--- config.mk ---
export PLATFORM = sky130hd
export DESIGN_NAME = tl_rr_arbiter
export DESIGN_NICKNAME = d
export VERILOG_FILES = /design/src/rtl/tl_rr_arbiter_pkg.sv /design/src/rtl/tl_rr_pick.sv /design/src/rtl/tl_rr_arbiter.sv
export SDC_FILE = /design/constraint.sdc
export NUM_CORES = 1
export LEC_CHECK = 0
export CAP_MARGIN = 20
export CORE_ASPECT_RATIO = 0.8
export CORE_MARGIN = 2
export CORE_UTILIZATION = 38
export CTS_CLUSTER_DIAMETER = 120
export DETAILED_ROUTE_END_ITERATION = 12
export PLACE_DENSITY = 0.66
export SKIP_LAST_GASP = 1
export SLEW_MARGIN = 20
export SYNTH_ARGS = -nofsm -noshare
export SYNTH_HDL_FRONTEND = slang
export SYNTH_SLANG_ARGS = --single-unit
--- constraint.sdc ---
create_clock -name clk -period 3.91 [get_ports clk]
set_clock_uncertainty 0.2 [all_clocks]
set_input_delay 0.5865 -clock clk [delete_from_list [all_inputs] [get_ports clk]]
set_output_delay 0.5865 -clock clk [all_outputs]
set_load 0.05 [all_outputs]
--- src/rtl/tl_rr_arbiter_pkg.sv ---
// rtl/tl_rr_arbiter_pkg.sv - shared widths, queue count and FSM encoding for tl_rr_arbiter
package tl_rr_arbiter_pkg;

  localparam int DATA_W   = 10;
  localparam int CNT_W    = 5;
  localparam int UMBRAL_W = 3;
  localparam int NUM_Q    = 4;

  typedef enum logic [1:0] {
    ST_RESET  = 2'd0,
    ST_INIT   = 2'd1,
    ST_IDLE   = 2'd2,
    ST_ACTIVE = 2'd3
  } state_t;

  // Destination output index lives in the two MSBs of every word.
  function automatic logic [1:0] dest_of(input logic [DATA_W-1:0] word);
    return word[DATA_W-1 -: 2];
  endfunction

endpackage

--- src/rtl/tl_rr_pick.sv ---
// rtl/tl_rr_pick.sv - combinational 4-way rotating-priority picker
module tl_rr_pick
  import tl_rr_arbiter_pkg::*;
(
  input  logic [NUM_Q-1:0] eligible,
  input  logic [1:0]       ptr,
  output logic [NUM_Q-1:0] grant,
  output logic [1:0]       gidx,
  output logic             any
);

  logic [1:0] cand;

  // Scan ptr, ptr+1, ... (mod 4); the first eligible candidate wins.
  always_comb begin
    grant = '0;
    gidx  = '0;
    any   = 1'b0;
    cand  = ptr;
    for (int k = 0; k < NUM_Q; k++) begin
      cand = ptr + 2'(k);
      if (!any && eligible[cand]) begin
        grant[cand] = 1'b1;
        gidx        = cand;
        any         = 1'b1;
      end
    end
  end

endmodule

--- src/rtl/tl_rr_arbiter.sv ---
// rtl/tl_rr_arbiter.sv - round-robin 4-in/4-out FIFO mover with init FSM and per-output counters
module tl_rr_arbiter
  import tl_rr_arbiter_pkg::*;
(
  input  logic                    clk,
  input  logic                    reset,
  input  logic                    init,
  input  logic [UMBRAL_W-1:0]     umbral_bajo,
  input  logic [UMBRAL_W-1:0]     umbral_alto,
  input  logic [NUM_Q-1:0]        in_empty,
  input  logic [NUM_Q*DATA_W-1:0] in_head,
  input  logic [NUM_Q-1:0]        out_afull,
  output logic [NUM_Q-1:0]        pop_in,
  output logic [NUM_Q-1:0]        push_out,
  output logic [DATA_W-1:0]       data_out,
  output logic [UMBRAL_W-1:0]     cfg_bajo,
  output logic [UMBRAL_W-1:0]     cfg_alto,
  input  logic                    req,
  input  logic [1:0]              idx,
  output logic [CNT_W-1:0]        contador,
  output logic                    valid,
  output logic                    idle,
  output logic [1:0]              state
);

  state_t             state_q, state_d;
  logic [1:0]         ptr;
  logic [NUM_Q-1:0]   eligible, grant;
  logic [1:0]         gidx;
  logic               any, do_pop;
  logic [DATA_W-1:0]  head_sel;
  logic [CNT_W-1:0]   cnt [NUM_Q];

  always_comb begin
    eligible = '0;
    for (int i = 0; i < NUM_Q; i++)
      eligible[i] = !in_empty[i] && !out_afull[dest_of(in_head[i*DATA_W +: DATA_W])];
  end

  tl_rr_pick u_pick (
    .eligible (eligible),
    .ptr      (ptr),
    .grant    (grant),
    .gidx     (gidx),
    .any      (any)
  );

  // Raising init stops new pops immediately; the word already in flight still lands.
  assign do_pop   = (state_q == ST_ACTIVE) && !init && any;
  assign pop_in   = do_pop ? grant : '0;
  assign head_sel = in_head[gidx*DATA_W +: DATA_W];
  assign idle     = (state_q == ST_IDLE);
  assign state    = state_q;

  always_comb begin
    state_d = state_q;
    if (init) begin
      state_d = ST_INIT;
    end else begin
      case (state_q)
        ST_RESET:  state_d = ST_INIT;
        ST_INIT:   state_d = ST_IDLE;
        ST_IDLE:   if (!(&in_empty)) state_d = ST_ACTIVE;
        ST_ACTIVE: if ((&in_empty) && !(|push_out)) state_d = ST_IDLE;
        default:   state_d = ST_RESET;
      endcase
    end
  end

  always_ff @(posedge clk or negedge reset) begin
    if (!reset) begin
      state_q  <= ST_RESET;
      ptr      <= '0;
      push_out <= '0;
      data_out <= '0;
      cfg_bajo <= '0;
      cfg_alto <= '0;
    end else begin
      state_q  <= state_d;
      push_out <= '0;
      if (do_pop) begin
        push_out[dest_of(head_sel)] <= 1'b1;
        data_out                    <= head_sel;
        ptr                         <= gidx + 2'd1;
      end
      if (state_q == ST_INIT) begin
        cfg_bajo <= umbral_bajo;
        cfg_alto <= umbral_alto;
      end
    end
  end

  // Read samples the counter before this cycle's increment lands.
  always_ff @(posedge clk or negedge reset) begin
    if (!reset) begin
      for (int d = 0; d < NUM_Q; d++) cnt[d] <= '0;
      contador <= '0;
      valid    <= 1'b0;
    end else begin
      for (int d = 0; d < NUM_Q; d++)
        if (push_out[d]) cnt[d] <= cnt[d] + CNT_W'(1);
      valid <= req;
      if (req) contador <= cnt[idx];
    end
  end

endmodule
== Yosys cells after proc, flatten, opt, wreduce, memory -nomap -nowiden ==
Cells that the tools add are included.

* Bits in registers: 50
* Latch bits: 0
* Memory bits (writable): 0
* Memory bits (read-only): 0
* Output and inout bits: 33
* Word-level logic and storage cells: 125
* Memories: 0

* Add/subtract/negate cells: 8
* $mul: 1
* Divide/modulo/power cells: 0
* $lt $le $gt $ge: 15
* Eq/ne operators: 5
* Shift operators: 1
* Multiplexer cells: 47
* Bitwise logic cells: 4
* Reduce and logical (&&, ||, !) cells: 32

{| class="wikitable"
|+ Operators with widths
! operator !! number
|-
| $shiftx 40x7->10 || 1
|-
| $lt 2x3->1 const B || 9
|-
| $mux 4 || 6
|-
| $add 5x1->5 const B || 4
|-
| $mux 1 || 17
|-
| $bmux 1 s2 || 8
|-
| $logic_and 1x1->1 || 15
|-
| $mux 2 || 7
|-
| $logic_not 1->1 || 13
|-
| $or 4x4->4 || 3
|-
| $bmux 5 s2 || 1
|-
| $demux 1 s2 || 5
|-
| $ge 2x1->1 const B || 5
|-
| $mux 5 || 2
|-
| $pmux 2 s4 || 1
|-
| $mul 2x3->5 const B || 1
|-
| $add 2x1->2 const B || 2
|-
| $add 2x2->2 const B || 2
|-
| $eq 2x2->1 const B || 2
|-
| $reduce_and 4->1 || 1
|-
| $reduce_or 4->1 || 1
|-
| $ge 3x3->1 const B || 1
|-
| $ne 3x2->1 const B || 1
|-
| $ne 3x3->1 const B || 1
|-
| other kinds (4) || 4
|}

== Logic depth before layout (Yosys ltp) ==
* Depth in word-level cells: 23
* Gate-level depth with buffers: 12
* Depth with buffers taken out: 8

== Cells and area by module ==
From an unflattened synthesis, not the netlist that was laid out.

* Cells, all modules: 224
* Area, all modules: 2821.5 um^2

{| class="wikitable"
|+ By module, submodules not included
! module !! instances !! cells each !! area an instance (um^2) !! sequential area each (um^2)
|-
| tl_rr_arbiter || 1 || 179 || 2402.3 || 1251.2
|-
| tl_rr_pick || 1 || 45 || 419.2 || 0.0
|}

== Least setup slack after synthesis ==
OpenSTA, ideal clock, no wires.

* Path kind: flip-flop to output port
* From: register ptr[0]
* To: output port pop_in[1]
* Arrival: 2.947 ns
* Data required time: 3.124 ns
* Path slack: 0.177 ns
* Stages on the path, launching flop included: 10
* Path buffers: 2
* Path through: dfrtp_1 -> buf_2 -> inv_1 -> ha_1 -> clkbuf_1 -> or3_1 -> a2111oi_0 -> or2_2 -> nand2_1 -> a21oi_1

* Cells in the longest elaborated chain, start to end: 14
* Elaborated cells between the ends (all ways): 50

{| class="wikitable"
|+ RTL lines
! what !! line !! text
|-
| start, declared || tl_rr_arbiter.sv:27 || <nowiki>logic [1:0] ptr;</nowiki>
|-
| start signal, assigned || tl_rr_arbiter.sv:84 || <nowiki>ptr <= gidx + 2'd1;</nowiki>
|-
| branches (longest 13 deep; another with $lt 2x3->1) || - ||
|-
| $mux 4 * || tl_rr_arbiter.sv:50 || <nowiki>assign pop_in = do_pop ? grant : '0;</nowiki>
|-
| end, declared || tl_rr_arbiter.sv:13 || <nowiki>output logic [NUM_Q-1:0] pop_in,</nowiki>
|}

Mark *: on every way between the ends. The select of a mux whose other input is x is not followed.

== Worst setup path in the final report ==
* From: input port in_head[8]
* To: output port pop_in[1]

* Cells in the longest elaborated chain, start to end: 18
* Elaborated cells between the ends (all ways): 31

{| class="wikitable"
|+ RTL lines
! what !! line !! text
|-
| start, declared || tl_rr_arbiter.sv:11 || <nowiki>input logic [NUM_Q*DATA_W-1:0] in_head,</nowiki>
|-
| $bmux 1 s2 * || tl_rr_arbiter.sv:37 || <nowiki>eligible[i] = !in_empty[i] && !out_afull[dest_of(in_head[i*DATA_W +: DATA_W])];</nowiki>
|-
| $mux 1 (not written as such) * || tl_rr_arbiter.sv:37 ||
|-
| $logic_not 1->1 * || tl_rr_arbiter.sv:37 ||
|-
| $logic_and 1x1->1 * || tl_rr_arbiter.sv:37 ||
|-
| $bmux 1 s2 || tl_rr_pick.sv:22 || <nowiki>if (!any && eligible[cand]) begin</nowiki>
|-
| $mux 1 (not written as such) || tl_rr_pick.sv:22 ||
|-
| $mux 1 || tl_rr_pick.sv:22 ||
|-
| $logic_not 1->1 || tl_rr_pick.sv:22 ||
|-
| [2 not listed] || - ||
|-
| $logic_not 1->1 || tl_rr_pick.sv:22 ||
|-
| $logic_and 1x1->1 || tl_rr_pick.sv:22 ||
|-
| $mux 1 || tl_rr_pick.sv:22 ||
|-
| $logic_not 1->1 || tl_rr_pick.sv:22 ||
|-
| $logic_and 1x1->1 || tl_rr_pick.sv:22 ||
|-
| $mux 1 || tl_rr_pick.sv:22 ||
|-
| $logic_and 1x1->1 || tl_rr_arbiter.sv:49 || <nowiki>assign do_pop = (state_q == ST_ACTIVE) && !init && any;</nowiki>
|-
| $mux 4 * || tl_rr_arbiter.sv:50 ||
|}

Mark *: on every way between the ends. The rest lies on a longest branch, timed or not. The select of a mux whose other input is x is not followed.

==> flow_metrics.py <==
metrics = {
    "outcome": {
        "status": "complete, no violations",
    },
    "yosys": {
        "synth_nets": 337,
        "ys.flop_type": "dfrtp_1",
        "synth-seq-cells": 50,
        "synth_top_family_by_area": "multiplexers",
        "yosysWarnings": 0,
        "syn_avg_cell_area_um2": 11.44,
        "yosys.cell_types.count": 40,
        "yosys.area_share.simple": 0.1363,
        "yosysTopAreaCellShare": 0.4129,
        "yosys.area.top_type": "dfrtp_1",
        "synthTopCellsByArea": "dfrtp_1 (41%), mux2i_1 (7.6%), mux2_2 (5.9%), mux4_2 (5.9%), ha_1 (5.0%)",
        "synth_compound_area_frac": 0.1090,
        "synth_area_mm2": 0.003030,
        "synth.area.mux_share": 0.2172,
        "synth_xor_area_frac": 0.04913,
        "synthArstFlopShare": 1.000,
        "synth_seq_area_share": 0.4129,
        "synth_edf_count": 0,
        "synthAdderAreaFrac": 0.04955,
        "syn_inst": 265,
    },
    "timing": {
        "layout_setup_ws_ns": 0.02666,
        "finalSetupViolCount": 0,
        "worstMarginPinSlew_ns": 0.6197,
        "relSlewSlack": 0.5869,
        "hold_viol": 0,
        "max_freq_mhz": 257.5,
        "rsz0062_at_grt": "true",
        "period_needed_ns": 3.883,
        "slew_viol_final": 0,
        "fin_crit_sh": 0.9932,
        "holdWs_ns": 0.09661,
    },
    "floorplan": {
        "chipHeight_um": 83.88,
        "core_mm2": 0.007838,
        "ioPinCount": 93,
        "start_util": 0.3867,
        "dieArea_mm2": 0.008710,
        "std_cell_rows": 29,
        "die_width_um": 103.8,
    },
    "route": {
        "drtIter0Drc": 71,
        "via_per_inst": 5.224,
        "ant_nets": 0,
        "wirelength_um": 7269,
        "drt-pass1-iter-count": 5,
        "wl_per_cell_um": 15.34,
        "dr_total_vias": 2476,
        "drc": 0,
    },
    "power": {
        "p_comb_frac": 0.560,
        "swShare": 0.4250,
        "power_switching_mw": 1.118,
        "clockPowerShare": 0.136,
        "p_per_area_mw_per_mm2": 613.5,
        "p_seq_frac": 0.304,
        "internal_power_mw": 1.513,
        "p_leak_nw": 1.762,
        "irDropWorstVdd_v": 0.0002882,
    },
    "setup_path": {
        "startpoint": "in_head[8]",
        "r2r_start": "ptr[1]",
        "cp_max_fo": 6,
        "worst-r2r-cell-count": 8,
        "critPathKind": "in -> out",
        "start_kind": "input port",
        "endpoint_kind": "primary output",
        "crit_required_ns": 3.12,
        "arrival_ns": 3.10,
    },
    "placement": {
        "place_congestion": 0.8459,
        "place_area_mm2": 0.004139,
        "dp.cells": 466,
        "dp_slack_ns": -0.01090,
        "portBuffers": 92,
        "dp_hpwl_um": 5660,
    },
    "finish": {
        "finalNonFillerCells": 474,
        "diodes": 0,
        "syn2layout_area_growth_pct": 41.49,
        "design_area_mm2": 0.004288,
        "drive_above_1_share": 0.1749,
        "fin_nets": 437,
        "final_util": 0.5471,
    },
    "clocking": {
        "root_buffer": "clkbuf_8",
        "cts_tree": "built",
        "cts_hold_buf": 0,
        "clkSinkCount": 50,
        "cts_setup_buffers": 0,
        "cts_buffers": 5,
        "clk_latency_ns": 0.30,
        "clk_pin_slew_worst_paths_ns": 0.09,
        "htreeDepth": 2,
        "cts_buffer_depth": 2,
    },
    "global_routing": {
        "overflow": 0,
        "track_usage": 0.1714,
        "grt_pass1_vias": 2544,
        "grt_pass1_wl_um": 12340,
        "grt_max_degree": 51,
        "antenna_found_initial": 0,
    },
    "run": {
        "max_cap_violations": 0,
    },
    "hold_path": {
        "min_path_type": "in -> async",
    },
}
[cell type report]
| class | instances | area, um^2 |
|---|---|---|
| Clock inverter | 3 | 40.04 |
| Clock buffer | 5 | 68.82 |
| Multi-Input combinational cell | 203 | 1742 |
| Inverter | 2 | 7.507 |
| Timing Repair Buffer | 103 | 1044 |
| Sequential cell | 50 | 1251 |
| Tap cell | 108 | 135.1 |
| Fill cell | 715 | 3550 |
[power groups by stage]
stage / logic, mW / clock network (mW) / registers, mW
floorplan: 0.773 / 0 / 1.07
global placement: 1.43 / 0 / 0.807
detailed placement: 1.46 / 0 / 0.809
CTS: 1.46 / 0.365 / 0.803
global route: 1.58 / 0.392 / 0.827
finish: 1.47 / 0.357 / 0.800
[per-stage QoR]
stage,TNS [ns],power (mW)
CTS,0,2.632
global placement,0,2.232
detailed placement,-0.01418,2.268
floorplan,0,1.847
finish,0,2.631
global route,-0.1090,2.796
[flip-flops by register name (all words and copies together) (netlist names)]
name,count
data_out,10
ptr,2
contador,5
state,2
push_out,4
cnt,20
cfg_alto,3
cfg_bajo,3
valid,1
[worst paths after layout]
check	endpoint	slack (ns)
worst max-delay path	pop_in[1]	0.03
worst min-delay path	cnt[19]	0.1
worst max register to register	data_out[0]	0.65
worst min register to register	cnt[4]	0.27
max in group asynchronous	data_out[1]	3.00
min in group clk	cnt[4]	0.27
[synth_stat cells (2+ instances only)]
master,instances
buf_12,2
mux2i_1,23
mux2_2,16
a211oi_1,3
nand4_1,9
mux4_2,8
o21ai_0,2
a22oi_2,2
ha_1,12
xor2_1,5
a22oi_1,2
a222oi_1,4
nand2b_1,2
a22o_1,4
dfrtp_1,50
mux2_1,6
a221o_1,6
inv_1,2
nand3_1,21
clkbuf_1,7
and3_1,3
nand2_1,19
xnor2_1,12
nor2b_1,5
a21oi_1,6
or3_1,3
nor2_1,18
[cell usage in the layout (no fill, tap or decap), types with 2 or more instances in the layout]
master	n
clkdlybuf4s50_1	86
dfrtp_1	50
nand3_1	21
nand2_1	19
mux2i_1	18
nor2_1	17
mux2_2	16
xnor2_1	12
ha_1	12
buf_4	12
nand4_1	9
mux4_2	8
mux2_1	6
a221o_1	6
nor2b_1	5
mux2i_2	5
xor2_1	5
clkbuf_8	5
a22o_1	4
a21oi_1	4
a222oi_1	4
buf_12	4
or3_1	3
a211oi_1	3
inv_1	2
a22oi_1	2
and3_1	2
a22oi_2	2
nand2b_1	2
a21oi_2	2
o21ai_0	2
clkinv_2	2
[critical path: stages]
cell and delay [ns]:
clkdlybuf4s50_1 0.50, mux2i_2 0.20, a22o_1 0.31, or3_1 0.37, a2111oi_0 0.38, or2_2 0.24, nand2_1 0.08, a21oi_1 0.25
buf_12 0.18
[metal layers]
metal | vias to the layer above | part of all wire | GRT usage
met4 | 0 | 0.0067 | 0.03808
met3 | 4 | 0.078 | 0.05543
met2 | 87 | 0.46 | 0.2721
met5 | - | 0 | 0
met1 | 1187 | 0.46 | 0.2299
li1 | 1198 | - | -
[cells by family after synthesis]
logic type,count (synthesis)
XOR/XNOR,17
AO/OA/AOI/OAI,37
flip-flops,50
AND/OR/NAND/NOR,84
multiplexers,53
adder cells (fa/ha/maj),12
buffers and inverters,12
[timing repair]
action	CTS	global route
pin swaps	0	2
gates cloned	0	0
setup endpoints to repair	3	4
gates resized for setup	1	10
Note: power is estimated with default switching activity, not from simulation.
